$ cat src/rtl/div_unit.sv
// div_unit: iterative restoring divider (one trial subtract per clock).
// Produces quotient (LO) and remainder (HI) for the DIV instruction.
// Ports:
//   clock        - system clock, rising edge
//   clear        - asynchronous active-high reset
//   start        - request pulse, sampled only when idle
//   div_signed   - 1 = two's-complement divide, 0 = unsigned
//   dividend     - numerator, sampled with start
//   divisor      - denominator, sampled with start
//   quotient     - registered result, held until the next result write
//   remainder    - registered result, held until the next result write
//   busy         - high while an operation is in progress
//   done         - one-cycle pulse, results valid in that cycle
//   div_by_zero  - set with done when the divisor was zero
module div_unit #(
    parameter int WIDTH = 32
) (
    input  logic             clock,
    input  logic             clear,
    input  logic             start,
    input  logic             div_signed,
    input  logic [WIDTH-1:0] dividend,
    input  logic [WIDTH-1:0] divisor,
    output logic [WIDTH-1:0] quotient,
    output logic [WIDTH-1:0] remainder,
    output logic             busy,
    output logic             done,
    output logic             div_by_zero
);

    localparam int CW = $clog2(WIDTH + 1);

    typedef enum logic [1:0] {IDLE, ITER, FIX} state_t;

    state_t           state;
    logic [WIDTH-1:0] r;      // partial remainder; never exceeds the divisor magnitude
    logic [WIDTH-1:0] q;      // dividend shifting out, quotient bits shifting in
    logic [WIDTH-1:0] d;      // divisor magnitude
    logic             q_neg;
    logic             r_neg;
    logic             zero;
    logic [CW-1:0]    cnt;

    logic             a_neg;
    logic             b_neg;
    logic [WIDTH-1:0] a_mag;
    logic [WIDTH-1:0] b_mag;
    logic [WIDTH:0]   r_sh;
    logic [WIDTH:0]   trial;

    // Negating the most negative value yields 100..0, which is the correct
    // unsigned magnitude, so no special case is needed.
    assign a_neg = div_signed & dividend[WIDTH-1];
    assign b_neg = div_signed & divisor[WIDTH-1];
    assign a_mag = a_neg ? -dividend : dividend;
    assign b_mag = b_neg ? -divisor : divisor;

    // Shift {R,Q} left one place and try subtracting the divisor; a clear
    // borrow bit means the subtract fits.
    assign r_sh  = {r, q[WIDTH-1]};
    assign trial = r_sh - {1'b0, d};

    always_ff @(posedge clock or posedge clear) begin
        if (clear) begin
            state       <= IDLE;
            quotient    <= '0;
            remainder   <= '0;
            busy        <= 1'b0;
            done        <= 1'b0;
            div_by_zero <= 1'b0;
            r           <= '0;
            q           <= '0;
            d           <= '0;
            q_neg       <= 1'b0;
            r_neg       <= 1'b0;
            zero        <= 1'b0;
            cnt         <= '0;
        end else begin
            done <= 1'b0;
            case (state)
                IDLE: begin
                    if (start) begin
                        r     <= '0;
                        d     <= b_mag;
                        q_neg <= a_neg ^ b_neg;
                        r_neg <= a_neg;
                        cnt   <= CW'(WIDTH);
                        busy  <= 1'b1;
                        if (divisor == '0) begin
                            // Keep the raw dividend: it becomes the remainder.
                            q     <= dividend;
                            zero  <= 1'b1;
                            state <= FIX;
                        end else begin
                            q     <= a_mag;
                            zero  <= 1'b0;
                            state <= ITER;
                        end
                    end
                end
                ITER: begin
                    if (!trial[WIDTH]) begin
                        r <= trial[WIDTH-1:0];
                        q <= {q[WIDTH-2:0], 1'b1};
                    end else begin
                        r <= r_sh[WIDTH-1:0];
                        q <= {q[WIDTH-2:0], 1'b0};
                    end
                    cnt <= cnt - 1'b1;
                    if (cnt == CW'(1))
                        state <= FIX;
                end
                FIX: begin
                    if (zero) begin
                        quotient    <= '1;
                        remainder   <= q;
                        div_by_zero <= 1'b1;
                    end else begin
                        quotient    <= q_neg ? -q : q;
                        remainder   <= r_neg ? -r : r;
                        div_by_zero <= 1'b0;
                    end
                    done  <= 1'b1;
                    busy  <= 1'b0;
                    state <= IDLE;
                end
                default: state <= IDLE;
            endcase
        end
    end

endmodule

$ cat config.mk
export PLATFORM = sky130hd
export DESIGN_NAME = div_unit
export DESIGN_NICKNAME = d
export VERILOG_FILES = /design/src/rtl/div_unit.sv
export SDC_FILE = /design/constraint.sdc
export NUM_CORES = 1
export LEC_CHECK = 0
export CELL_PAD_IN_SITES_DETAIL_PLACEMENT = 1
export CELL_PAD_IN_SITES_GLOBAL_PLACEMENT = 1
export CORE_ASPECT_RATIO = 1.5
export CORE_MARGIN = 5
export CORE_UTILIZATION = 43
export CTS_CLUSTER_DIAMETER = 150
export DETAILED_ROUTE_END_ITERATION = 10
export GPL_TIMING_DRIVEN = 0
export PLACE_DENSITY = 0.79
export RECOVER_POWER = 100
export SLEW_MARGIN = 30
export SYNTH_ARGS = -nofsm -noshare
export SYNTH_HDL_FRONTEND = slang
export SYNTH_SLANG_ARGS = --single-unit
$ cat constraint.sdc
create_clock -name clock -period 6.3 [get_ports clock]
set_input_delay 0.63 -clock clock [delete_from_list [all_inputs] [get_ports clock]]
set_output_delay 0.63 -clock clock [all_outputs]
set_load 0.05 [all_outputs]
Word-level counts from Yosys, hierarchy flattened. Index checks and enable logic that the tools add are counted.

Add/subtract/negate cells: 6. Eq/ne operators: 5. Muxes and demuxes: 24. Bitwise logic cells: 3. Reductions and logical operators: 8.

Operators with widths (count): 2-to-1 mux 32 bit (10); negator 32 bit (4); case mux 32 bit (2 select lines) (2); subtractor 33 x 32 -> 33 bit (1); logical NOT 32 bit (1); case mux 6 bit (2 select lines) (1); AND reduction 2 bit (4); == test 6 x 1 -> 1 bit (second input constant) (1); 2-to-1 mux 2 bit (3); 2-to-1 mux 6 bit (1); subtractor 6 x 1 -> 6 bit (second input constant) (1); 2-to-1 mux 1 bit (5); != test 2 bit (second input constant) (2); case mux 2 bit (2 select lines) (1); nonzero test 2 bit (2); bitwise AND 1 bit (2); == test 2 x 1 -> 1 bit (second input constant) (1); == test 2 bit (second input constant) (1); logical NOT 2 bit (1); case mux 1 bit (2 select lines) (1); bitwise XOR 1 bit (1).

Flip-flop bits (word level): 174. Input port bits: 68. Word-level logic and storage cells: 59.

Logic depth before layout (Yosys ltp). Gate-level depths: netlist of the first run.

Word-level depth: 5. Depth in mapped cells: 13.

Worst setup path after synthesis of the first run. OpenSTA, ideal clock, no wires.

Path kind: register to register. From: reg r[20]. To: reg r[24]. Arrival time: 3006 ps. Path slack: 3175 ps. Stages on the path, launching flop included: 12. Cells stage by stage: dfrtp_1 ha_1 buf_2 a211oi_2 nor2_1 a2111o_1 o31a_1 a2111o_1 a211o_1 buf_6 a32o_1 a31o_1.

Cells in the longest elaborated chain, start to end: 3.

RTL lines: from (decl) (RTL line 36) `logic [WIDTH-1:0] r;`; from (signal assigned) (RTL line 103) `r <= trial[WIDTH-1:0];`; from (signal assigned) (RTL line 106) `r <= r_sh[WIDTH-1:0];`; subtractor 33 x 32 -> 33 bit (RTL line 61) `assign trial = r_sh - {1'b0, d};`; 2-to-1 mux 32 bit (RTL line 102) `if (!trial[WIDTH]) begin`; case mux 32 bit (2 select lines) (RTL line 80) `case (state)`.

No other way between the ends. A chain may end at the register's enable or synchronous reset.

Worst setup path after layout of the first run.
From: reg r[11]. To: reg r[26].

Same word-level chain as after synthesis.

==> flow_metrics.env, run 1 <==
export IMPL_totalWireLength_mm=40.4
export IMPL_fmax_mhz=207
export IMPL_routed_via_density=5.88
export IMPL_post_cts_setup_buffers=0
export IMPL_crit_arrival_ps=5200
export IMPL_path_class="register to register"
export IMPL_final_hold_viol_count=0
export IMPL_yosys_area_top_type="dfrtp_1"
export IMPL_finalCritPeriodShare_pct=76.8
export IMPL_io_pins=135
export IMPL_drive_gt1_share_pct=3.17
export IMPL_p_int_w=0.00386
export IMPL_final_common_cell="nand2_1"
export IMPL_synth_top_cell_area_share_pct=37.7
export IMPL_crit_required_ps=6660
export IMPL_syn_area_per_cell_um2=8.36
export IMPL_grt_max_degree=91
export IMPL_clk_pin_slew_ps=70
export IMPL_dr_pass1_iters=5
export IMPL_power_frac_comb_pct=61.0
export IMPL_max_cap_viol_count=2
export IMPL_clkLatencyLatePin_ps=450
export IMPL_cts_tree="yes"
export IMPL_cts_sinks=174
export IMPL_min_period_ps=4840
export IMPL_grt_ovfl_total=0
export IMPL_cp_max_fo=10
export IMPL_drc_errors=0
export IMPL_tns_ps=0
export IMPL_async_reset_ff_share_pct=100
export IMPL_layout_nets=1642
export IMPL_slew_headroom_pct=-157
export IMPL_cts_root_buf="clkbuf_16"
export IMPL_die_x_um=144
export IMPL_status="finished, violations left"
export IMPL_cts_hold_buffers=0
export IMPL_final_cell_mix="nand2_1 (178), dfrtp_1 (174), o21ai_0 (159), xor2_1 (106), nor2_1 (99)"
export IMPL_finish_instance_area_mm2=0.0139
export IMPL_dp_hpwl_mm=32.2
export IMPL_rows=73
export IMPL_synth_cell_types=71
export IMPL_ys_seq_elements=174
export IMPL_synthFlopType="dfrtp_1"
export IMPL_synth_area_leaders="dfrtp_1 (38%), xor2_1 (8.0%), o21ai_0 (6.8%)"
export IMPL_dieHeight_um=211
export IMPL_port_buffers=134
export IMPL_htreeDepth=4
export IMPL_p_sw_share_pct=51.9
export IMPL_gp_congestion=0.905
export IMPL_syn_cell_area_mm2=0.0115
export IMPL_ys_warnings_count=0
export IMPL_rsz0062_at_grt="no"
export IMPL_antenna_cells=0
export IMPL_core_mm2=0.0265
export IMPL_p_sw_w=0.00416
export IMPL_critPathCaptureType="register"
export IMPL_pwr_density_cell_mw_per_mm2=578
export IMPL_failed_checks="max-capacitance violations, max-slew violations"
export IMPL_synth_cells=1381
export IMPL_numCtsBuffers=17
export IMPL_antenna_found_initial=0
export IMPL_final_max_slew_viol_count=86
export IMPL_dp_slack_ps=2160
export IMPL_synth_fp_nets=1488
export IMPL_grt_pass1_wl_mm=64.3
export IMPL_fillerInstances=3228
export IMPL_ctsResizeCount=0
export IMPL_finalSetupViolCount=0
export IMPL_ir_drop_mv=0.271
export IMPL_area_growth_syn_to_layout_pct=20.2
export IMPL_antenna_left=0
export IMPL_cts_path_max_buffers=2
export IMPL_num_vias=11084
export IMPL_die_area_mm2=0.0303
export IMPL_seqPwrFrac_pct=25.9
export IMPL_start_util_pct=43.6
export IMPL_grtUsageTotal_pct=27.2
export IMPL_setup_ws_ps=1460
export IMPL_critPathLaunchType="register"
export IMPL_wl_per_cell_um=21.4
export IMPL_synth_edff_count=0
export IMPL_clkPwrFrac_pct=13.2
export IMPL_initialDrtViolationCount=537
export IMPL_tightest_slew_ps=3830
export IMPL_hp_class="register to register"
export IMPL_p_leak_nw=5.98
export IMPL_seq_area_frac_synth_pct=37.7
export IMPL_dpl_cell_area_mm2=0.0133
export IMPL_grt_pass1_vias=11999
export IMPL_finalClockSkew_ps=10.9
==> Yosys cell counts, drive strengths merged (5+ instances only) <==
cell type / number
dfrtp: 174
nor4: 11
and2: 6
o311ai: 13
a22oi: 27
o31ai: 33
o41ai: 18
or2: 7
a21o: 13
xor2: 106
buf: 20
a32oi: 7
a211oi: 7
and3: 17
o21ai: 160
a31oi: 6
or3: 14
nand3: 49
clkbuf: 62
nand4: 7
o21a: 5
xnor2: 37
inv: 57
nor3: 21
nor2: 99
a211o: 5
nand2: 178
ha: 38
nor2b: 7
mux2i: 15
or4: 15
nand2b: 7
a21oi: 91
==> power groups by stage <==
stage / Clock, W / Sequential [W] / Combinational (W)
CTS: 0.00106 / 0.00208 / 0.00500
global route: 0.00111 / 0.00214 / 0.00537
finish: 0.00106 / 0.00208 / 0.00489
floorplan: 0 / 0.00258 / 0.00286
detailed placement: 0 / 0.00210 / 0.00497
global placement: 0 / 0.00206 / 0.00481
==> flip-flops by register name, indices dropped and copies added, names as in the netlist <==
register / flops
d: 32
q: 32
quotient: 32
r: 32
remainder: 32
cnt: 6
state: 2
busy: 1
div_by_zero: 1
done: 1
q_neg: 1
r_neg: 1
zero: 1
==> path summary, 6_finish.rpt <==
path                                  start          end  slack [ps]  depth (start not counted)
worst max-delay path                  r[11]        r[26]        1460                          9
worst min-delay path            quotient[0]  quotient[0]         470                          2
worst max register to register        r[11]        r[26]        1460                          9
worst min register to register  quotient[0]  quotient[0]         470                          2
max in group asynchronous             clear        d[29]        2800                          2
min in group asynchronous             clear  quotient[3]        1780                          2
==> metrics by stage <==
| stage | util (%) | instances | hold slack, ps | total power (W) |
|---|---|---|---|---|
| after floorplan | - | 1381 | 450 | 0.00545 |
| after global placement | 50.2 | 1852 | 455 | 0.00688 |
| after detailed placement | 50.4 | 1853 | 462 | 0.00706 |
| after CTS | 52.5 | 1884 | 475 | 0.00815 |
| after global routing | 52.4 | 1884 | 497 | 0.00862 |
| final | 52.4 | 1884 | 467 | 0.00802 |
==> layer usage <==
metal	global-route usage [%]	part of all wire (%)
met5	0	0
met4	13.7	5.0
met3	3.08	2.9
met2	51.8	55
met1	29.0	37
==> cells by family (layout without fill, tap and decap cells) <==
group,after synthesis,count (layout),share of synthesized area (%)
AOI/OAI and AO/OA,422,422,23.1
muxes,16,16,1.40
buffers and inverters,139,305,4.73
xor gates and xnor gates,143,143,10.8
DFF,174,174,37.7
adders and majority gates,39,39,4.29
and+or+nand+nor,448,448,17.9
==> worst max-delay path: stages (launching register included) <==
cell and delay [ps]:
dfrtp_1 470, ha_1 440, nand2_1 130, or3_1 470
o311ai_0 1130, o21ai_0 470, a211oi_4 720, clkbuf_1 510
o2111ai_1 210, o21ai_0 170
==> layout make-up <==
cell class                      count  area (um2)  area share [%]
Buffer                             82         315            2.27
Clock buffer                       21         450            3.25
Clock inverter                     10         115           0.830
Timing Repair Buffer              135        1370            9.87
Inverter                           57         215            1.55
Sequential cell                   174        4350            31.4
Tap cell                          337         422            3.04
Multi-Input combinational cell   1068        6630            47.8
Note: power is estimated with default switching activity, not from simulation.
==> inputs of run 2 (changes only) <==
Clock period 6.3 ns to 4.8 ns, I/O delays scaled along.
==> run 2 against run 1 <==
Effect of this change:
- power increased by 31%
- critical path type unchanged
- critical endpoint is now r[30]
- highest routed layer unchanged
- largest cell class unchanged
- clock power increased by 30%
- the run still ends with max-capacitance violations, max-slew violations left
- routed wire length decreased by 1.2%
- maximum frequency increased by 12%
- sequential share of layout area decreased by 0.079 points
- die area unchanged
- largest power group unchanged
==> flow_metrics.env, run 2 (synthesis gave the netlist of run 1 again) <==
export IMPL_status="finished, violations left"
export IMPL_failed_checks="max-capacitance violations, max-slew violations"
export IMPL_fmax_mhz=231
export IMPL_path_class="register to register"
export IMPL_seqPwrFrac_pct=25.9
export IMPL_antenna_cells=0
export IMPL_grt_pass1_wl_mm=63.1
export IMPL_antenna_left=0
export IMPL_met1_length_mm=14.7
export IMPL_critPathLaunchType="register"
export IMPL_initialDrtViolationCount=409
export IMPL_cts_path_max_buffers=2
export IMPL_ir_drop_mv=0.352
export IMPL_final_cell_mix="nand2_1 (178), dfrtp_1 (174), o21ai_0 (159), xor2_1 (106), nor2_1 (99)"
export IMPL_htreeDepth=4
export IMPL_rsz0062_at_grt="no"
export IMPL_power_frac_comb_pct=60.9
export IMPL_hp_class="register to register"
export IMPL_grt_pass1_vias=11835
export IMPL_port_buffers=134
export IMPL_grt_max_degree=30
export IMPL_grtUsageTotal_pct=26.7
export IMPL_final_max_slew_viol_count=110
export IMPL_crit_arrival_ps=4690
export IMPL_finalClockSkew_ps=10.8
export IMPL_totalWireLength_mm=39.9
export IMPL_cts_root_buf="clkbuf_16"
export IMPL_dieHeight_um=211
export IMPL_post_cts_setup_buffers=0
export IMPL_dp_hpwl_mm=31.9
export IMPL_clkLatencyLatePin_ps=460
export IMPL_top_layer="met4"
export IMPL_final_hold_viol_count=0
export IMPL_critPathCaptureType="register"
export IMPL_die_x_um=144
export IMPL_start_util_pct=43.6
export IMPL_clkPwrFrac_pct=13.2
export IMPL_cts_hold_buffers=0
export IMPL_layout_nets=1647
export IMPL_cts_sinks=174
export IMPL_num_vias=11074
export IMPL_dr_wl_met3_mm=1.50
export IMPL_gp_congestion=0.892
export IMPL_final_common_cell="nand2_1"
export IMPL_p_sw_share_pct=51.7
export IMPL_rows=73
export IMPL_reg2reg_depth=8
export IMPL_crit_required_ps=5160
export IMPL_p_sw_w=0.00544
export IMPL_max_cap_viol_count=4
export IMPL_grt_ovfl_total=0
export IMPL_finalSetupViolCount=0
export IMPL_cts_tree="yes"
export IMPL_dr_pass1_iters=5
export IMPL_final_cells=1890
export IMPL_antenna_found_initial=0
export IMPL_drive_gt1_share_pct=3.35
export IMPL_drc_errors=0
export IMPL_tightest_slew_ps=1700
export IMPL_pwr_density_cell_mw_per_mm2=756
export IMPL_clk_pin_slew_ps=70
export IMPL_io_pins=135
export IMPL_p_leak_nw=5.99
export IMPL_area_growth_syn_to_layout_pct=20.5
export IMPL_wl_per_cell_um=21.1
export IMPL_hold_depth=2
export IMPL_p_int_w=0.00507
export IMPL_numCtsBuffers=17
export IMPL_routed_via_density=5.86
export IMPL_slew_headroom_pct=-13.4
export IMPL_min_period_ps=4330
export IMPL_met2_length_mm=21.5
export IMPL_core_mm2=0.0265
export IMPL_cp_max_fo=10
export IMPL_place_inst=1858
export IMPL_ctsResizeCount=0
export IMPL_tns_ps=0
export IMPL_finalCritPeriodShare_pct=90.1
export IMPL_fillerInstances=3226
export IMPL_die_area_mm2=0.0303
-- run 2: cell types whose count changed in the layout (fill, tap and decap cells not counted), sizes merged --
cell	change
clkbuf	+6
clkinv	-3
buf	+2
clkinvlp	+2
bufinv	-1
clkdlybuf4s50	+1
dlygate4sd3	-1
-- run 2: layout make-up --
type                    count  area (um2)  area share [%]
plain buffers              82         323            2.32
multi-input cells        1068        6630            47.6
inverters                  57         215            1.55
flip-flops and latches    174        4350            31.3
well taps                 337         422            3.03
repair buffers            140        1400            10.0
clock buffers              24         492            3.54
clock inverters             8        81.3           0.585
-- run 2: critical path, stage by stage, from the launching register on --
cell and delay, ps:
dfrtp_1 480, ha_1 430, nand2_1 110, or3_1 460, o311ai_1 750, o21ai_0 360
a211oi_2 950, nand2_1 410, o21ai_0 270
-- run 2: path summary, 6_finish.rpt --
| kind | endpoint | from | slack, ps |
|---|---|---|---|
| hold / removal | remainder[1] | remainder[1] | 470 |
| min in group asynchronous | quotient[28] | clear | 510 |
| setup / recovery | r[30] | r[11] | 470 |
| max in group asynchronous | r[16] | clear | 1170 |
| setup reg to reg | r[30] | r[11] | 470 |
| hold reg to reg | remainder[1] | remainder[1] | 470 |
-- run 2: power groups by stage --
stage | Sequential, W | Clock [W] | Combinational (W)
floorplan | 0.00339 | 0 | 0.00376
global placement | 0.00271 | 0 | 0.00632
detailed placement | 0.00275 | 0 | 0.00649
CTS | 0.00273 | 0.00140 | 0.00656
global route | 0.00280 | 0.00146 | 0.00701
finish | 0.00272 | 0.00138 | 0.00641
-- run 2: layer usage --
layer  global-route usage [%]  vias up
li1                         -     5260
met1                     28.0     5473
met2                     50.1      243
met3                     4.37       98
met4                     14.0        0
met5                        0        -
-- run 2: per-stage QoR --
step	hold slack (ps)	cell area, um2	power, W	worst slack, ps	utilization (%)
after floorplan	450	11500	0.00715	1670	-
after global placement	457	13300	0.00903	380	50.3
after detailed placement	468	13400	0.00924	765	50.7
after CTS	351	14000	0.0107	728	52.9
after global routing	500	13900	0.0113	374	52.5
final	474	13900	0.0105	475	52.5
==> inputs of run 3 (changes only) <==
Settings changed: CELL_PAD_IN_SITES_DETAIL_PLACEMENT 1 to not set, CELL_PAD_IN_SITES_GLOBAL_PLACEMENT 1 to not set, CORE_UTILIZATION 43 to 45, PLACE_DENSITY 0.79 to 0.64.
==> run 3 against run 2 <==
Effect of this change:
- the flow still finishes with violations (max-capacitance violations, max-slew violations)
- maximum frequency grew 1.9%
- power shrank 1.7%
- final area is essentially flat
- final cell count shrank 0.63%
- hold slack lost 12 ps
- critical path depth is the same
- clock skew shrank 3.7 ps
- global-route usage shrank 1.4 points
- setup slack gained 81 ps
- critical endpoint is now r[17]
- clock power is essentially flat
- sequential power is essentially flat
==> flow_metrics.env, run 3 (synthesis gave the netlist of run 1 again) <==
export IMPL_cts_path_max_buffers=2
export IMPL_crit_required_ps=5150
export IMPL_worstSetupEndpoint="r[17]"
export IMPL_cp_max_fo=10
export IMPL_final_hold_viol_count=0
export IMPL_grtUsageTotal_pct=25.3
export IMPL_tightest_slew_ps=1620
export IMPL_place_inst=1850
export IMPL_pwr_density_cell_mw_per_mm2=743
export IMPL_rows=71
export IMPL_clkLatencyLatePin_ps=440
export IMPL_cts_sinks=174
export IMPL_final_cell_mix="nand2_1 (178), dfrtp_1 (174), o21ai_0 (159), xor2_1 (106), nor2_1 (99)"
export IMPL_cp_cell_sequence="ha_1 > nand2_1 > or3_1 > o311ai_1 > o21ai_0 > a211oi_2 > nand2_1 > o211ai_1"
export IMPL_setup_ws_ps=556
export IMPL_port_buffers=134
export IMPL_post_cts_setup_buffers=0
export IMPL_final_common_cell="nand2_1"
export IMPL_path_common_cell="nand2_1"
export IMPL_io_pins=135
export IMPL_reg2reg_depth=8
export IMPL_reg2reg_to="r[17]"
export IMPL_clk_pin_slew_ps=60
export IMPL_drc_errors=0
export IMPL_final_cells=1878
export IMPL_finalClockSkew_ps=7.16
export IMPL_critPathLaunchType="register"
export IMPL_fillerInstances=2465
export IMPL_layout_nets=1648
export IMPL_dieHeight_um=206
export IMPL_area_growth_syn_to_layout_pct=20.5
export IMPL_start_util_pct=45.8
export IMPL_hold_depth=2
export IMPL_cts_hold_buffers=0
export IMPL_crit_path_top_delay_cell="a211oi_2"
export IMPL_critPathTopFamily="compound AO/OA/AOI/OAI gates"
export IMPL_core_mm2=0.0252
export IMPL_min_period_ps=4240
export IMPL_path_class="register to register"
export IMPL_finish_utilization_pct=55.1
export IMPL_gp_congestion=0.930
export IMPL_initialDrtViolationCount=617
export IMPL_die_area_mm2=0.0290
export IMPL_hold_ws_ps=462
export IMPL_finalCritPeriodShare_pct=88.4
export IMPL_totalWireLength_mm=36.4
export IMPL_hp_class="register to register"
export IMPL_grt_ovfl_total=0
export IMPL_htreeDepth=4
export IMPL_rr_startpoint="r[11]"
export IMPL_slew_headroom_pct=-8.07
export IMPL_ctsResizeCount=0
export IMPL_tns_ps=0
export IMPL_grt_pass1_vias=10761
export IMPL_routed_via_density=5.73
export IMPL_finalSetupViolCount=0
export IMPL_cpPeakStageDelay_ps=890
export IMPL_multiInputGateArea_mm2=0.00663
export IMPL_rsz0062_at_grt="no"
export IMPL_max_cap_viol_count=2
export IMPL_cts_root_buf="clkbuf_16"
export IMPL_status="finished, violations left"
export IMPL_p_leak_nw=5.99
export IMPL_failed_checks="max-capacitance violations, max-slew violations"
export IMPL_ir_drop_mv=0.287
export IMPL_seq_area_mm2=0.00435
export IMPL_crit_arrival_ps=4600
export IMPL_crit_start="r[11]"
export IMPL_reg2reg_slack_ps=560
export IMPL_critPathCaptureType="register"
export IMPL_fmax_mhz=236
export IMPL_dr_pass1_iters=4
export IMPL_cp_depth=8
export IMPL_crit_buf_inv=0
export IMPL_num_vias=10762
export IMPL_antenna_left=0
export IMPL_dp_slack_ps=757
export IMPL_numCtsBuffers=17
export IMPL_wl_per_cell_um=19.4
export IMPL_drive_gt1_share_pct=3.29
export IMPL_antenna_cells=0
export IMPL_antenna_found_initial=1
export IMPL_grt_pass1_wl_mm=57.3
export IMPL_final_max_slew_viol_count=36
export IMPL_dp_hpwl_mm=29.5
export IMPL_die_x_um=141
export IMPL_grt_max_degree=31
export IMPL_cts_tree="yes"
-- run 3: cell count changes in the layout (fill, tap and decap cells not counted) --
cell,change
inv_6,-1
bufinv_16,+1
clkinv_4,-2
clkinv_2,+1
dlygate4sd3_1,+1
clkbuf_8,-1
buf_12,+1
clkdlybuf4s50_1,-1
clkbuf_1,-2
-- run 3: how the worst min path moves through the flow --
stage                   end  slack (ps)         start
6_report        quotient[0]         460   quotient[0]
5_1_grt                busy         490          busy
4_1_cts               q[27]         320         clear
3_5_place_dp    quotient[0]         460   quotient[0]
3_3_place_gp   quotient[31]         460  quotient[31]
2_1_floorplan         d[10]         450         d[10]
-- run 3: cell type report --
class,count,share of cell area (%)
clock inverters,7,0.648
flip-flops and latches,174,31.3
repair buffers,141,10.2
well taps,328,2.95
multi-input cells,1068,47.7
plain buffers,82,2.32
inverters,57,1.55
clock buffers,21,3.38
-- run 3: where the power goes --
part | switching, W | leakage (nW) | internal [W]
logic | 0.00408 | 3.53 | 0.00220
clock network | 0.000569 | 0.273 | 0.000793
registers | 0.000591 | 2.19 | 0.00210
total | 0.00524 | 5.99 | 0.00509
-- run 3: stage by stage --
stage | total power (W) | area, um2
5_1_grt | 0.0111 | 13900
4_1_cts | 0.0105 | 14000
6_report | 0.0103 | 13900
3_5_place_dp | 0.00912 | 13500
2_1_floorplan | 0.00715 | 11500
3_3_place_gp | 0.00901 | 13300
-- run 3: worst register-to-register path: cells and delay by family, from the launching register on --
family / cells / cell delay (ps)
DFF: 1 / 480
and+or+nand+nor: 3 / 950
adders and majority gates: 1 / 420
AOI/OAI and AO/OA: 4 / 2330
-- run 3: layer usage --
layer / GRT usage [%] / wire length, um / vias up
met5: 0 / 13 / -
met4: 12.4 / 1580 / 2
met3: 3.77 / 1480 / 85
met2: 47.7 / 19400 / 302
met1: 27.3 / 13900 / 5109
li1: - / - / 5264
